[config.mk]
export PLATFORM = sky130hd
export DESIGN_NAME = store_ign_match
export DESIGN_NICKNAME = d
export VERILOG_FILES = /design/src/rtl/store_trace_checker_ign_match.sv
export SDC_FILE = /design/constraint.sdc
export NUM_CORES = 1
export LEC_CHECK = 0
export BUFFER_PORTS_ARGS = -buffer_cell sky130_fd_sc_hd__buf_2
export CAP_MARGIN = 40
export CORE_AREA = 2 2 64 66
export DETAILED_ROUTE_END_ITERATION = 16
export DIE_AREA = 0 0 66 68
export PLACE_DENSITY = 0.89
export SETUP_SLACK_MARGIN = 0.02
export SYNTH_ARGS = -nofsm -noshare
export SYNTH_HDL_FRONTEND = slang
export SYNTH_SLANG_ARGS = --single-unit
[constraint.sdc]
create_clock -name vclk -period 3.6
set_input_delay 0.72 -clock vclk [all_inputs]
set_output_delay 0.72 -clock vclk [all_outputs]
set_load 0.03 [all_outputs]
[src/rtl/store_trace_checker_ign_match.sv]
// store_ign_match
//   NUM_IGN-way parallel compare of a store address against the ignore table.
//   addr     : store address under test
//   ign_addr : ignore-table addresses
//   ign_vld  : per-entry valid bits; invalid entries never hit
//   hit      : address matches at least one valid entry
module store_ign_match #(
    parameter int ADDR_W  = 32,
    parameter int NUM_IGN = 4
) (
    input  logic [ADDR_W-1:0]              addr,
    input  logic [NUM_IGN-1:0][ADDR_W-1:0] ign_addr,
    input  logic [NUM_IGN-1:0]             ign_vld,
    output logic                           hit
);

    logic [NUM_IGN-1:0] eq;

    always_comb begin
        eq = '0;
        for (int i = 0; i < NUM_IGN; i++) begin
            eq[i] = ign_vld[i] && (ign_addr[i] == addr);
        end
    end

    assign hit = |eq;

endmodule

==> flow_metrics.tcl <==
set metrics [dict create \
    outcome "finished, final reports clean" \
    worstHoldPathType "input port to output port" \
    max_cap_viol_count 0 \
    endpoint_kind "output port" \
    die_h_um 68 \
    synth_mux_area_frac 0 \
    initialDrtViolationCount 55 \
    yosysTopAreaCell "xor2_1" \
    cp_data_required_time_ns 2.88 \
    port_buffers 165 \
    synth_compound_area_frac 0 \
    synthXorXnorAreaFrac 0.796 \
    hold_buffers 0 \
    grt_pass1_wl_um 8440 \
    cp_data_arrival_time_ns 2.18 \
    final_cell_mix "buf_2, xor2_1, nor4_1, nand3_1, nor3_1" \
    rsz0062_at_grt "false" \
    grt_max_degree 5 \
    syn2layout_area_growth_pct 63.1 \
    synth_top_area_share 0.771 \
    synth_nets 341 \
    dp_slack_ns 0.675 \
    p_per_area_nw_per_um2 111 \
    synthTopCellsByArea "xor2_1, nor4_1, nand3_1" \
    fmax_ghz 0.345 \
    final_max_slew_viol_count 0 \
    core_um2 3860 \
    seqCellArea_um2 0 \
    fin_ws_ns 0.703 \
    clock_buffers 0 \
    post_cts_buffers 0 \
    first_pass_iters 4 \
    wl_per_cell_um 15.7 \
    seq_area_frac_synth 0 \
    wirelength_um 6160 \
    ctsResizeCount 0 \
    setup_viol 0 \
    ant_nets 0 \
    overflow 0 \
    n_antenna_cell 0 \
    post-route-min-period_ns 2.90 \
    hpwl_um 5550 \
    die_w_um 66 \
    synthesis.instances 177 \
    tns_ns 0 \
    hold_violations 0 \
    power_leakage_nw 1.22 \
    grt_antenna_before_repair 0 \
    crit_type "input port to output port" \
    final_common_cell "buf_2" \
    stdcell_area_um2 2300 \
    synth_top_family_by_area "XOR/XNOR gates" \
    syn_area_um2 1410 \
    relSlewSlack 0.712 \
    ios 165 \
    die_area_um2 4490 \
    avgSynthCellArea_um2 7.96 \
    crit_fanout 4 \
    synthAdderAreaFrac 0 \
    seq_cell_count 0 \
    cp-start-kind "input port" \
    track_usage 0.253 \
    drive_above_1_share 0.482 \
    gp_congestion 0.823 \
    synth_simple_gate_area_frac 0.204 \
    dpl-instance-area_um2 2300 \
    peakVddDrop_uv 63.6 \
    worstMarginPinSlew_ns 0.428 \
    synth_cell_types 7 \
    fin_nets 508 \
    via_count 1887 \
    ys_warn_count 0 \
    fillers 369 \
    rows 23 \
    finalCritPeriodShare 0.805 \
    floorplan.initialDensity 0.365 \
    grt_pass1_vias 1844 \
    vias_per_cell 4.81 \
    whs_ns 2.07 \
    drc 0 \
]
report_power, final:
| group | internal (W) | total, W | switching [W] |
|---|---|---|---|
| Combinational | 0.000129 | 0.000254 | 0.000125 |
| Sequential | 0 | 0 | 0 |
| Clock | 0 | 0 | 0 |
| Total | 0.000129 | 0.000254 | 0.000125 |
layout make-up:
cell class | instances | area (um2) | share of cell area
multi-input cells | 177 | 1410 | 0.613
repair buffers | 165 | 826 | 0.359
well taps | 50 | 62.6 | 0.0272
path summary, 6_finish.rpt:
path | start | endpoint | slack, ns | cells past startpoint
hold / removal | ign_vld[3] | hit | 2.07 | 5
setup / recovery | addr[30] | hit | 0.70 | 7
through the flow:
stage               total power, W  std cells  utilization
floorplan                 0.000103        177            -
CTS                       0.000256        392        0.596
global route              0.000278        392        0.596
finish                    0.000254        392        0.596
detailed placement        0.000255        392        0.596
global placement          0.000249        392        0.596
worst max-delay path, stage by stage:
cell	delay, ns
buf_2	0.14
xor2_1	0.20
nor4_1	0.39
nand4_1	0.19
nor3_1	0.21
or4_1	0.14
buf_2	0.19
cell families (layout without fill, tap and decap cells):
logic type,after synthesis,in the layout
xor+xnor,128,128
simple gates,49,49
buf+inv,0,165
routing by layer:
| layer | track usage | routed length (um) |
|---|---|---|
| met3 | 0.0263 | 514 |
| met4 | 0.0510 | 124 |
| met5 | 0 | 0 |
| met1 | 0.289 | 2310 |
| met2 | 0.506 | 3210 |
synthesized netlist by cell type:
cell type,instances
nor4_1,28
or4_1,1
nand3_1,8
nor3_1,8
nand4_1,4
xnor2_1,4
xor2_1,124
No activity file was read; power rests on OpenSTA's default activity.
